==> config.mk <==
export PLATFORM = sky130hd
export DESIGN_NAME = hub75_fb_wr_arbiter_flat
export DESIGN_NICKNAME = d
export VERILOG_FILES = /design/src/rtl/hub75_fb_wr_if.sv /design/src/rtl/hub75_fb_wr_arbiter.sv /design/src/flat_wrapper.sv
export SDC_FILE = /design/constraint.sdc
export NUM_CORES = 1
export LEC_CHECK = 0
export CAP_MARGIN = 20
export CORE_MARGIN = 3
export CORE_UTILIZATION = 38
export DETAILED_ROUTE_END_ITERATION = 12
export PLACE_DENSITY_LB_ADDON = 0.3
export SETUP_SLACK_MARGIN = 0.05
export SYNTH_ARGS = -nofsm -noshare
export SYNTH_HDL_FRONTEND = slang
export SYNTH_SLANG_ARGS = --single-unit
==> constraint.sdc <==
create_clock -name clk -period 1.3 [get_ports clk]
set_input_delay 0.26 -clock clk [delete_from_list [all_inputs] [get_ports clk]]
set_output_delay 0.26 -clock clk [all_outputs]
set_load 0.01 [all_outputs]
==> src/rtl/hub75_fb_wr_if.sv <==
// Pixel-writer handshakes and frame buffer write port of the HUB75 frame buffer write arbiter.
// Valid/ready: a pixel transfers on any clock edge where valid and ready are both high; ready depends combinationally on valid.
interface hub75_fb_wr_if #(
  parameter int addr_width_p = 12,
  parameter int data_width_p = 24
);
  logic                    i_req0_valid;
  logic                    o_req0_ready;
  logic [addr_width_p-1:0] i_req0_addr;
  logic [data_width_p-1:0] i_req0_data;
  logic                    i_req1_valid;
  logic                    o_req1_ready;
  logic [addr_width_p-1:0] i_req1_addr;
  logic [data_width_p-1:0] i_req1_data;
  logic                    o_wr_en;
  logic [addr_width_p:0]   o_wr_addr;
  logic [data_width_p-1:0] o_wr_data;

  modport slave (
    input  i_req0_valid, i_req0_addr, i_req0_data,
    input  i_req1_valid, i_req1_addr, i_req1_data,
    output o_req0_ready, o_req1_ready,
    output o_wr_en, o_wr_addr, o_wr_data
  );

  modport master (
    output i_req0_valid, i_req0_addr, i_req0_data,
    output i_req1_valid, i_req1_addr, i_req1_data,
    input  o_req0_ready, o_req1_ready,
    input  o_wr_en, o_wr_addr, o_wr_data
  );
endinterface

==> src/rtl/hub75_fb_wr_arbiter.sv <==
// Round-robin arbiter of two pixel writers onto the back page of a 2-page frame buffer;
// front/back pages swap only on a display frame boundary after a swap request.
module hub75_fb_wr_arbiter #(
  parameter int hpixel_p = 64,
  parameter int vpixel_p = 64,
  parameter int bpp_p    = 8
) (
  input  logic                clk,
  input  logic                rst,
  hub75_fb_wr_if.slave        bus,
  input  logic                i_swap_req,
  input  logic                i_frame_done,
  output logic                o_front_page,
  output logic                o_swap_pending,
  output logic                o_swap_done,
  output logic                o_dbg_state
);
  localparam int unsigned frame_size_p = hpixel_p * vpixel_p;
  localparam int          addr_width_p = $clog2(frame_size_p);
  localparam int          data_width_p = 3 * bpp_p;

  typedef enum logic {IDLE = 1'b0, PENDING = 1'b1} state_t;

  state_t                  state_q, state_d;
  logic                    front_page_q, front_page_d;
  logic                    last_grant_q, last_grant_d;
  logic                    swap_done_q, swap_done_d;
  logic                    wr_en_q, wr_en_d;
  logic [addr_width_p:0]   wr_addr_q, wr_addr_d;
  logic [data_width_p-1:0] wr_data_q, wr_data_d;

  logic                    idle;
  logic                    grant0, grant1;
  logic [addr_width_p-1:0] sel_addr;
  logic [data_width_p-1:0] sel_data;

  always_comb begin
    idle     = (state_q == IDLE);
    // last_grant_q==1 means writer 1 won last, so writer 0 wins the next tie.
    grant0   = idle && bus.i_req0_valid && (!bus.i_req1_valid || last_grant_q);
    grant1   = idle && bus.i_req1_valid && (!bus.i_req0_valid || !last_grant_q);
    sel_addr = grant1 ? bus.i_req1_addr : bus.i_req0_addr;
    sel_data = grant1 ? bus.i_req1_data : bus.i_req0_data;

    state_d      = state_q;
    front_page_d = front_page_q;
    last_grant_d = last_grant_q;
    swap_done_d  = 1'b0;
    wr_en_d      = 1'b0;
    wr_addr_d    = wr_addr_q;
    wr_data_d    = wr_data_q;

    if (grant0 || grant1) begin
      last_grant_d = grant1;
      // Out-of-range pixels are consumed but never written.
      if (32'(sel_addr) < frame_size_p) begin
        wr_en_d   = 1'b1;
        wr_addr_d = {~front_page_q, sel_addr};
        wr_data_d = sel_data;
      end
    end

    case (state_q)
      IDLE: begin
        if (i_swap_req) state_d = PENDING;
      end
      PENDING: begin
        if (i_frame_done) begin
          state_d      = IDLE;
          front_page_d = ~front_page_q;
          swap_done_d  = 1'b1;
        end
      end
      default: state_d = IDLE;
    endcase
  end

  always_ff @(posedge clk or posedge rst) begin
    if (rst) begin
      state_q      <= IDLE;
      front_page_q <= 1'b0;
      last_grant_q <= 1'b1;
      swap_done_q  <= 1'b0;
      wr_en_q      <= 1'b0;
      wr_addr_q    <= '0;
      wr_data_q    <= '0;
    end else begin
      state_q      <= state_d;
      front_page_q <= front_page_d;
      last_grant_q <= last_grant_d;
      swap_done_q  <= swap_done_d;
      wr_en_q      <= wr_en_d;
      wr_addr_q    <= wr_addr_d;
      wr_data_q    <= wr_data_d;
    end
  end

  assign bus.o_req0_ready = grant0;
  assign bus.o_req1_ready = grant1;
  assign bus.o_wr_en      = wr_en_q;
  assign bus.o_wr_addr    = wr_addr_q;
  assign bus.o_wr_data    = wr_data_q;
  assign o_front_page     = front_page_q;
  assign o_swap_pending   = (state_q == PENDING);
  assign o_swap_done      = swap_done_q;
  assign o_dbg_state      = state_q;
endmodule
==> src/flat_wrapper.sv <==
// flat-port wrapper written by rule: the top's interface ports become plain ports
module hub75_fb_wr_arbiter_flat 
#(
  parameter int hpixel_p = 64,
  parameter int vpixel_p = 64,
  parameter int bpp_p    = 8
)
  (clk, rst, i_swap_req, i_frame_done, o_front_page, o_swap_pending, o_swap_done, o_dbg_state, bus_i_req0_valid, bus_i_req0_addr, bus_i_req0_data, bus_i_req1_valid, bus_i_req1_addr, bus_i_req1_data, bus_o_req0_ready, bus_o_req1_ready, bus_o_wr_en, bus_o_wr_addr, bus_o_wr_data);
  hub75_fb_wr_if bus_i ();
  input  logic clk;
  input  logic rst;
  input  logic i_swap_req;
  input  logic i_frame_done;
  output logic o_front_page;
  output logic o_swap_pending;
  output logic o_swap_done;
  output logic o_dbg_state;
  input wire logic [$bits(bus_i.i_req0_valid)-1:0] bus_i_req0_valid;
  input wire logic [$bits(bus_i.i_req0_addr)-1:0] bus_i_req0_addr;
  input wire logic [$bits(bus_i.i_req0_data)-1:0] bus_i_req0_data;
  input wire logic [$bits(bus_i.i_req1_valid)-1:0] bus_i_req1_valid;
  input wire logic [$bits(bus_i.i_req1_addr)-1:0] bus_i_req1_addr;
  input wire logic [$bits(bus_i.i_req1_data)-1:0] bus_i_req1_data;
  output wire logic [$bits(bus_i.o_req0_ready)-1:0] bus_o_req0_ready;
  output wire logic [$bits(bus_i.o_req1_ready)-1:0] bus_o_req1_ready;
  output wire logic [$bits(bus_i.o_wr_en)-1:0] bus_o_wr_en;
  output wire logic [$bits(bus_i.o_wr_addr)-1:0] bus_o_wr_addr;
  output wire logic [$bits(bus_i.o_wr_data)-1:0] bus_o_wr_data;
  assign bus_i.i_req0_valid = bus_i_req0_valid;
  assign bus_i.i_req0_addr = bus_i_req0_addr;
  assign bus_i.i_req0_data = bus_i_req0_data;
  assign bus_i.i_req1_valid = bus_i_req1_valid;
  assign bus_i.i_req1_addr = bus_i_req1_addr;
  assign bus_i.i_req1_data = bus_i_req1_data;
  assign bus_o_req0_ready = bus_i.o_req0_ready;
  assign bus_o_req1_ready = bus_i.o_req1_ready;
  assign bus_o_wr_en = bus_i.o_wr_en;
  assign bus_o_wr_addr = bus_i.o_wr_addr;
  assign bus_o_wr_data = bus_i.o_wr_data;
  hub75_fb_wr_arbiter #(.hpixel_p(hpixel_p), .vpixel_p(vpixel_p), .bpp_p(bpp_p)) u_core (.clk(clk), .rst(rst), .bus(bus_i), .i_swap_req(i_swap_req), .i_frame_done(i_frame_done), .o_front_page(o_front_page), .o_swap_pending(o_swap_pending), .o_swap_done(o_swap_done), .o_dbg_state(o_dbg_state));
endmodule
After elaboration in Yosys (flattened, before gate mapping):

Index checks and enable logic that the tools add are counted.

* register bits after elaboration: 42
* logic and storage cells: 28
* output and inout port bits: 44
* bits in read-only memories: 0
* memories: 0
* latch bits: 0
* memory bits (writable): 0

* shift-type cells: 0
* $mul: 0
* magnitude comparators: 0
* bitwise logic cells: 2
* mux-type cells: 8
* reduce and logical (&&, ||, !) cells: 11
* divide/modulo/power cells: 0
* eq/ne operators: 0
* add/sub/neg operators: 0

Operator list (number)
* 24-bit 2-to-1 mux: 1
* 12-bit 2-to-1 mux: 1
* 1-bit 2-to-1 mux: 5
* 1-bit logical AND: 4
* 1-bit logical NOT: 3
* 1-bit logical OR: 3
* 1-bit inverter: 2
* 1-bit one-hot mux with 2 select lines: 1
* 2-bit AND reduction: 1

Longest topological paths before layout:

Gate-level depths: netlist (run 1).

* depth in word-level cells: 5
* depth in mapped cells: 5

Worst setup path before layout (run 1):

Ideal clock, no wire load.

* kind: reg2out
* start point: register u_core.state_q, in the netlist u_core.o_dbg_state
* end point: output bus_o_req1_ready
* data required time: 1.040 ns
* path buffers: 2
* setup slack: -0.040 ns
* arrival: 1.080 ns
* cell stages (with the launch flop): 5
* path through: dfrtp_1 > nand2b_1 > buf_6 > buf_6 > nor2_1

* cells in the longest elaborated chain, start to end: 3

RTL lines
* start: declaration: RTL line hub75_fb_wr_arbiter.sv:24 `state_t state_q, state_d;`
* start signal: assignment: RTL line hub75_fb_wr_arbiter.sv:88 `state_q <= state_d;`
* 1-bit inverter: RTL line hub75_fb_wr_arbiter.sv:38 `idle = (state_q == IDLE);`
* 1-bit logical AND (2 in series): RTL line hub75_fb_wr_arbiter.sv:41 `grant1 = idle && bus.i_req1_valid && (!bus.i_req0_valid || !last_grant_q);`
* end: declaration: RTL line flat_wrapper.sv:25 `output wire logic [$bits(bus_i.o_req1_ready)-1:0] bus_o_req1_ready;`

No other way between the ends.

Final worst setup path (run 1):

* start point: register u_core.last_grant_q
* end point: register u_core.wr_data_q[17], in the netlist u_core.bus.o_wr_data[17]

* cells in the longest elaborated chain, start to end: 4
* elaborated cells on any way between the ends: 7

RTL lines
* start: declaration: RTL line hub75_fb_wr_arbiter.sv:26 `logic last_grant_q, last_grant_d;`
* start signal: assignment: RTL line hub75_fb_wr_arbiter.sv:90 `last_grant_q <= last_grant_d;`
* 1-bit logical NOT: RTL line hub75_fb_wr_arbiter.sv:41
* 1-bit logical OR: RTL line hub75_fb_wr_arbiter.sv:41
* 1-bit logical AND: RTL line hub75_fb_wr_arbiter.sv:41
* 24-bit 2-to-1 mux / 1-bit logical OR (equally long branches): RTL line hub75_fb_wr_arbiter.sv:43, hub75_fb_wr_arbiter.sv:53
* end signal: assignment: RTL line hub75_fb_wr_arbiter.sv:94 `wr_data_q <= wr_data_d;`
* end: declaration: RTL line hub75_fb_wr_arbiter.sv:30 `logic [data_width_p-1:0] wr_data_q, wr_data_d;`

Parallel ways exist; a longest one is shown, timed or not.
A chain may end at the register's enable or synchronous reset.

==> results.cfg, run 1 <==
[status]
outcome = finished with violations
violations = setup timing

[clock_tree]
h-tree-depth = 2
cts_tree = yes
worstSkewPairLatency_ns = 0.30
cts_buffers = 5
clkTransAtPathRegs_ns = 0.09
clkSinkCount = 42
cts_max_path_buffers = 2
root_buffer = clkbuf_8

[setup_path]
critPathRequiredTime_ns = 1.51
crit_path_cell_trace = and2_4 -> bufbuf_16 -> o21ai_0 -> a31oi_1
end_kind = flop
cpPeakStageDelay_ns = 0.56
crit_path_max_fanout = 18
critPathLaunchType = flop
reg2reg_slack_ns = -0.16
slowest_stage = dfstp_2
rr_worst_depth = 4
critPathKind = flop to flop
crit_arrival_ns = 1.68
r2r_start = u_core.last_grant_q
r2r-end = u_core.bus.o_wr_data[17]

[sta]
layout_min_cycle_time_ns = 1.46
final.setup.tns_ns = -3.19
finalMaxSlewViolations = 0
final-setup-viol-count = 38
fin_crit_sh = 1.13
worstMarginPinSlew_ns = 0.312
rsz0062_at_grt = true
fin_ws_ns = -0.165
timing.fmax_mhz = 683
relSlewSlack = 0.790
hold_viol_final = 0
clock_skew_ns = 0.00959

[synth]
syn_area_per_cell_um2 = 9.12
synth_seq_cells = 42
netlist_area_um2 = 2080
yosys_warnings = 0
ys_seq_area_frac = 0.506
syn_inst = 228
syn_nets = 306
yosysUniqueCellTypes = 21

[layout]
nNetsFinal = 448
diodes = 0
fin_cells = 441
fillerInstances = 354
final_common_cell = clkdlybuf4s50_1
layout_common_cells = clkdlybuf4s50_1 (75), dfrtp_1 (40), nor2_1 (36)
syn_to_final_growth_pct = 97.1
drive_gt1_frac = 0.229

[global_routing]
use_met3 = 0.0801
grt_busiest_layer = met2
grt_pass1_wl_um = 12300
first_global_vias = 2365
antenna_found_initial = 0
use_met1 = 0.308
grt_max_degree = 38
grt_overflow = 0
grt_usage = 0.255
met2_usage = 0.450

[die]
die_w_um = 80.0
fp-row-count = 26
core_um2 = 5200
start_util = 0.399
die_height_um = 80.0
io_pins = 122
dieArea_um2 = 6390

[placed_design]
gp_congestion = 0.703
dp_cells = 407
dpl.hpwl_um = 4200
io_buffers = 121
dpl_worst_slack_ns = -0.480

[routing]
drt_pass1_iterations = 4
drc = 0
wl_um = 8260
wire_per_inst_um = 18.7
num_vias = 2380
drt_iter0_drc = 128
drtAntennaViolNets = 0
vias_per_cell = 5.40

[power]
p_per_area_nw_per_um2 = 1180
worst_ir_drop_vdd_v = 0.000773
p_leak_nw = 1.64

[flow_run]
drv_cap = 0

[min_path]
min_path_type = primary input to async pin
## critical path, delay by kind of cell (launching register included)
kind | cells | cell delay [ns]
flip-flops | 1 | 0.56
buffers and inverters | 1 | 0.31
AO/OA/AOI/OAI | 2 | 0.31
AND/OR/NAND/NOR | 1 | 0.20
## cells in the mapped netlist, drive strengths merged
| cell | number | area share |
|---|---|---|
| nand3 | 36 | 0.087 |
| a21oi | 1 | 0.0024 |
| a31oi | 36 | 0.11 |
| buf | 23 | 0.090 |
| inv | 4 | 0.0072 |
| nand2 | 2 | 0.0036 |
| clkbuf | 1 | 0.0024 |
| o21ba | 1 | 0.0078 |
| nor2b | 1 | 0.0030 |
| mux2i | 2 | 0.0096 |
| and2 | 2 | 0.0060 |
| dfstp | 1 | 0.013 |
| nand2b | 2 | 0.0060 |
| o21ai | 37 | 0.089 |
| nor2 | 37 | 0.067 |
| xor2 | 1 | 0.0042 |
| dfrtp | 41 | 0.49 |
## flip-flops by register name, summed over array words and instances (netlist names)
name and flops:
u_core.bus.o_wr_data 24, u_core.bus.o_wr_addr 13, u_core.bus.o_wr_en 1, u_core.last_grant_q 1
u_core.o_dbg_state 1, u_core.o_front_page 1, u_core.o_swap_done 1
## per-stage QoR
step	power [W]	utilization	hold slack [ns]	cell area [um^2]
floorplan	0.00253	-	0.251	2090
global placement	0.00346	0.643	0.481	3350
detailed placement	0.00349	0.643	0.481	3350
CTS	0.00465	0.750	0.371	3910
global route	0.00507	0.787	0.384	4100
finish	0.00481	0.787	0.381	4100
## power breakdown
part | internal [W] | leakage, nW | total, W | switching [W]
Clock | 0.000427 | 0.0472 | 0.000891 | 0.000464
Combinational | 0.00119 | 1.12 | 0.00217 | 0.000975
Sequential | 0.00159 | 0.471 | 0.00176 | 0.000162
Total | 0.00321 | 1.64 | 0.00481 | 0.00160
## cell type report
type	instances	area [um^2]	area share
clock inverter	2	12.5	0.00305
sequential	42	1050	0.257
timing repair buffer	159	1830	0.447
clock buffer	6	82.6	0.0202
multi-input combinational	158	1010	0.246
inverter	4	18.8	0.00458
tap	70	87.6	0.0214
## logic make-up (layout without fill, tap and decap cells)
kind of cell	Yosys count	after routing	synth area share
DFF	42	42	0.506
AOI/OAI and AO/OA	75	75	0.208
xor gates and xnor gates	1	1	0.00422
and+or+nand+nor	80	80	0.172
buffers and inverters	28	171	0.0999
muxes	2	2	0.00963
## metal layers
layer / share of wire / routed length, um / vias up
met5: 0 / 0 / -
met1: 0.38 / 3140 / 1155
li1: - / - / 1106
met4: 0.014 / 116 / 0
met3: 0.094 / 774 / 9
met2: 0.51 / 4230 / 110
## repair_timing
| item | 4_1_cts | 5_1_grt |
|---|---|---|
| setup endpoints to repair | 80 | 71 |
| pin swaps | 23 | 26 |
| endpoints found under the hold margin | 0 | 0 |
| setup buffers | 11 | 8 |
| resized for setup | 96 | 63 |
| hold buffers | 0 | 0 |
| cloned | 11 | 3 |
## how the worst max path moves through the flow
| stage | from | endpoint | slack, ns | depth (start not counted) |
|---|---|---|---|---|
| after detailed placement | bus_i_req1_valid | bus_o_req1_ready | -0.48 | 4 |
| after floorplan | u_core.last_grant_q | bus_o_req1_ready | 0.02 | 4 |
| after CTS | u_core.last_grant_q | bus_o_req1_ready | -0.18 | 3 |
| after global placement | bus_i_req1_valid | bus_o_req1_ready | -0.46 | 4 |
| final | u_core.last_grant_q | u_core.bus.o_wr_data[17] | -0.16 | 4 |
| after global routing | u_core.o_dbg_state | u_core.bus.o_wr_data[6] | -0.20 | 7 |
Note: power is estimated with default switching activity, not from simulation.
==> inputs of run 2 (changes only) <==
CAP_MARGIN = 25   (was 20)
==> results of run 2 <==
Same layout as run 1: the final DEF is identical, and so are final timing and power.
==> inputs of run 3 (changes only) <==
PLACE_DENSITY = 0.85   (was not set)
PLACE_DENSITY_LB_ADDON = not set   (was 0.3)
==> run 3 against run 2 <==
  * The run still ends with setup timing left
  * Clock-buffer cell count is 1 higher
  * Via count is 0.76% higher
  * Clock power is 10% lower
  * Fmax is 0.16% higher
  * Worst setup slack better by 0.0023 ns
  * Combinational power is 3% higher
  * Critical path depth is 2 higher
  * Design area is 1.1% higher
  * Total power is 0.25% higher
  * Critical path type unchanged
  * Largest power group unchanged
  * Highest routed layer unchanged
==> results.cfg, run 3 (synthesis results as in run 1) <==
[setup_path]
r2r-end = u_core.bus.o_wr_data[3]
reg2reg_slack_ns = -0.16
critPathKind = flop to flop
r2r_start = u_core.o_dbg_state
rr_worst_depth = 6
critPathLaunchType = flop
crit_path_max_fanout = 6
crit_arrival_ns = 1.66
end_kind = flop
cp-startpoint = u_core.o_dbg_state
critPathRequiredTime_ns = 1.50

[placed_design]
dpl.hpwl_um = 4560
placed_cell_area_um2 = 3380
dp_cells = 410
dpl_worst_slack_ns = -0.485
io_buffers = 121
gp_congestion = 0.727

[die]
fp-row-count = 26
die_height_um = 80.0
start_util = 0.399
die_w_um = 80.0
io_pins = 122
dieArea_um2 = 6390
core_um2 = 5200

[clock_tree]
worstSkewPairLatency_ns = 0.29
holdBufCountCts = 0
h-tree-depth = 2
cts_max_path_buffers = 2
root_buffer = clkbuf_8
clkSinkCount = 42
cts_tree = yes
clkTransAtPathRegs_ns = 0.08
cts_buffers = 5

[power]
p_sw_frac = 0.340
p_int_w = 0.00318
comb_power_share = 0.462
p_per_area_nw_per_um2 = 1170
worst_ir_drop_vdd_v = 0.000683
p_clk_frac = 0.166
switchingPower_w = 0.00164
total_power_w = 0.00483
seqPwrFrac = 0.373
p_leak_nw = 1.64

[routing]
wl_um = 8280
drt_iter0_drc = 155
drc = 0
drt_pass1_iterations = 4
drtAntennaViolNets = 0
vias_per_cell = 5.35
wire_per_inst_um = 18.5
num_vias = 2398

[sta]
fin_crit_sh = 1.12
fin_ws_ns = -0.162
rsz0062_at_grt = true
hold_slack_ns = 0.375
timing.fmax_mhz = 684
layout_min_cycle_time_ns = 1.46
worstMarginPinSlew_ns = 0.280
finalMaxSlewViolations = 0
relSlewSlack = 0.813
clock_skew_ns = 0.00557
final-setup-viol-count = 40
hold_viol_final = 0

[global_routing]
grt_pass1_wl_um = 11800
antenna_found_initial = 0
first_global_vias = 2375
grt_overflow = 0
grt_max_degree = 38
grt_usage = 0.242

[layout]
drive_gt1_frac = 0.299
design_area_um2 = 4140
syn_to_final_growth_pct = 99.3
fin_cells = 448
nNetsFinal = 456
largest_reg_flops = 24
fillerInstances = 344
diodes = 0
layout_common_cells = clkdlybuf4s50_1 (75), dfrtp_1 (40), a31oi_1 (30)
final_common_cell = clkdlybuf4s50_1

[status]
violations = setup timing
outcome = finished with violations

[flow_run]
drv_cap = 0

[min_path]
min_path_type = primary input to async pin
-- run 3: changes by cell type in the layout (fill, tap and decap cells not counted), sizes merged --
cell | before | now
buf | 38 | 44
clkbuf | 10 | 15
clkdlybuf4s15 | 29 | 10
clkinv | 1 | 0
clkinvlp | 2 | 1
dlygate4sd2 | 12 | 29
-- run 3: worst max path at each step --
stage	depth (start not counted)	to	slack [ns]
CTS	3	bus_o_req1_ready	-0.15
global route	6	u_core.bus.o_wr_data[3]	-0.21
floorplan	4	bus_o_req1_ready	0.02
finish	6	u_core.bus.o_wr_data[3]	-0.16
detailed placement	4	bus_o_req0_ready	-0.48
global placement	4	bus_o_req1_ready	-0.45
-- run 3: power by group through the flow --
stage               registers [W]  clock network (W)  logic [W]
finish                    0.00180           0.000800    0.00223
global route              0.00183           0.000858    0.00236
CTS                       0.00175           0.000804    0.00194
detailed placement        0.00179                  0    0.00174
global placement          0.00177                  0    0.00170
floorplan                 0.00191                  0   0.000622
-- run 3: final cells by class --
| type | count | area [um^2] | area share |
|---|---|---|---|
| timing repair buffer | 167 | 1800 | 0.434 |
| multi-input combinational | 158 | 1110 | 0.268 |
| inverter | 4 | 18.8 | 0.00453 |
| tap | 70 | 87.6 | 0.0211 |
| clock buffer | 7 | 76.3 | 0.0184 |
| sequential | 42 | 1050 | 0.254 |
-- run 3: critical path, cell delays in order, from the launching register on --
cell and delay, ns:
dfrtp_2 0.44, buf_6 0.13, nor2b_4 0.25, buf_6 0.15
clkbuf_16 0.14, nand3_1 0.08, a31oi_1 0.17
-- run 3: timing repair --
| action | in CTS | in global routing |
|---|---|---|
| resized for setup | 98 | 80 |
| setup endpoints to repair | 81 | 60 |
| cloned | 9 | 3 |
| pin swaps | 10 | 26 |
| buffers inserted | 13 | 13 |
-- run 3: metal layers --
metal / vias to the layer above / global-route usage / share of wire / wire length (um)
met1: 1169 / 0.288 / 0.39 / 3230
met3: 8 / 0.0632 / 0.070 / 582
li1: 1117 / - / - / -
met4: 0 / 0.0608 / 0.011 / 91
met2: 104 / 0.429 / 0.53 / 4370
met5: - / 0 / 0 / 0
-- run 3: through the flow --
| step | util | setup TNS (ns) |
|---|---|---|
| 4_1_cts | 0.742 | -2.53 |
| 3_5_place_dp | 0.650 | -16.06 |
| 2_1_floorplan | - | 0 |
| 5_1_grt | 0.796 | -5.10 |
| 6_report | 0.796 | -3.21 |
| 3_3_place_gp | 0.650 | -13.54 |
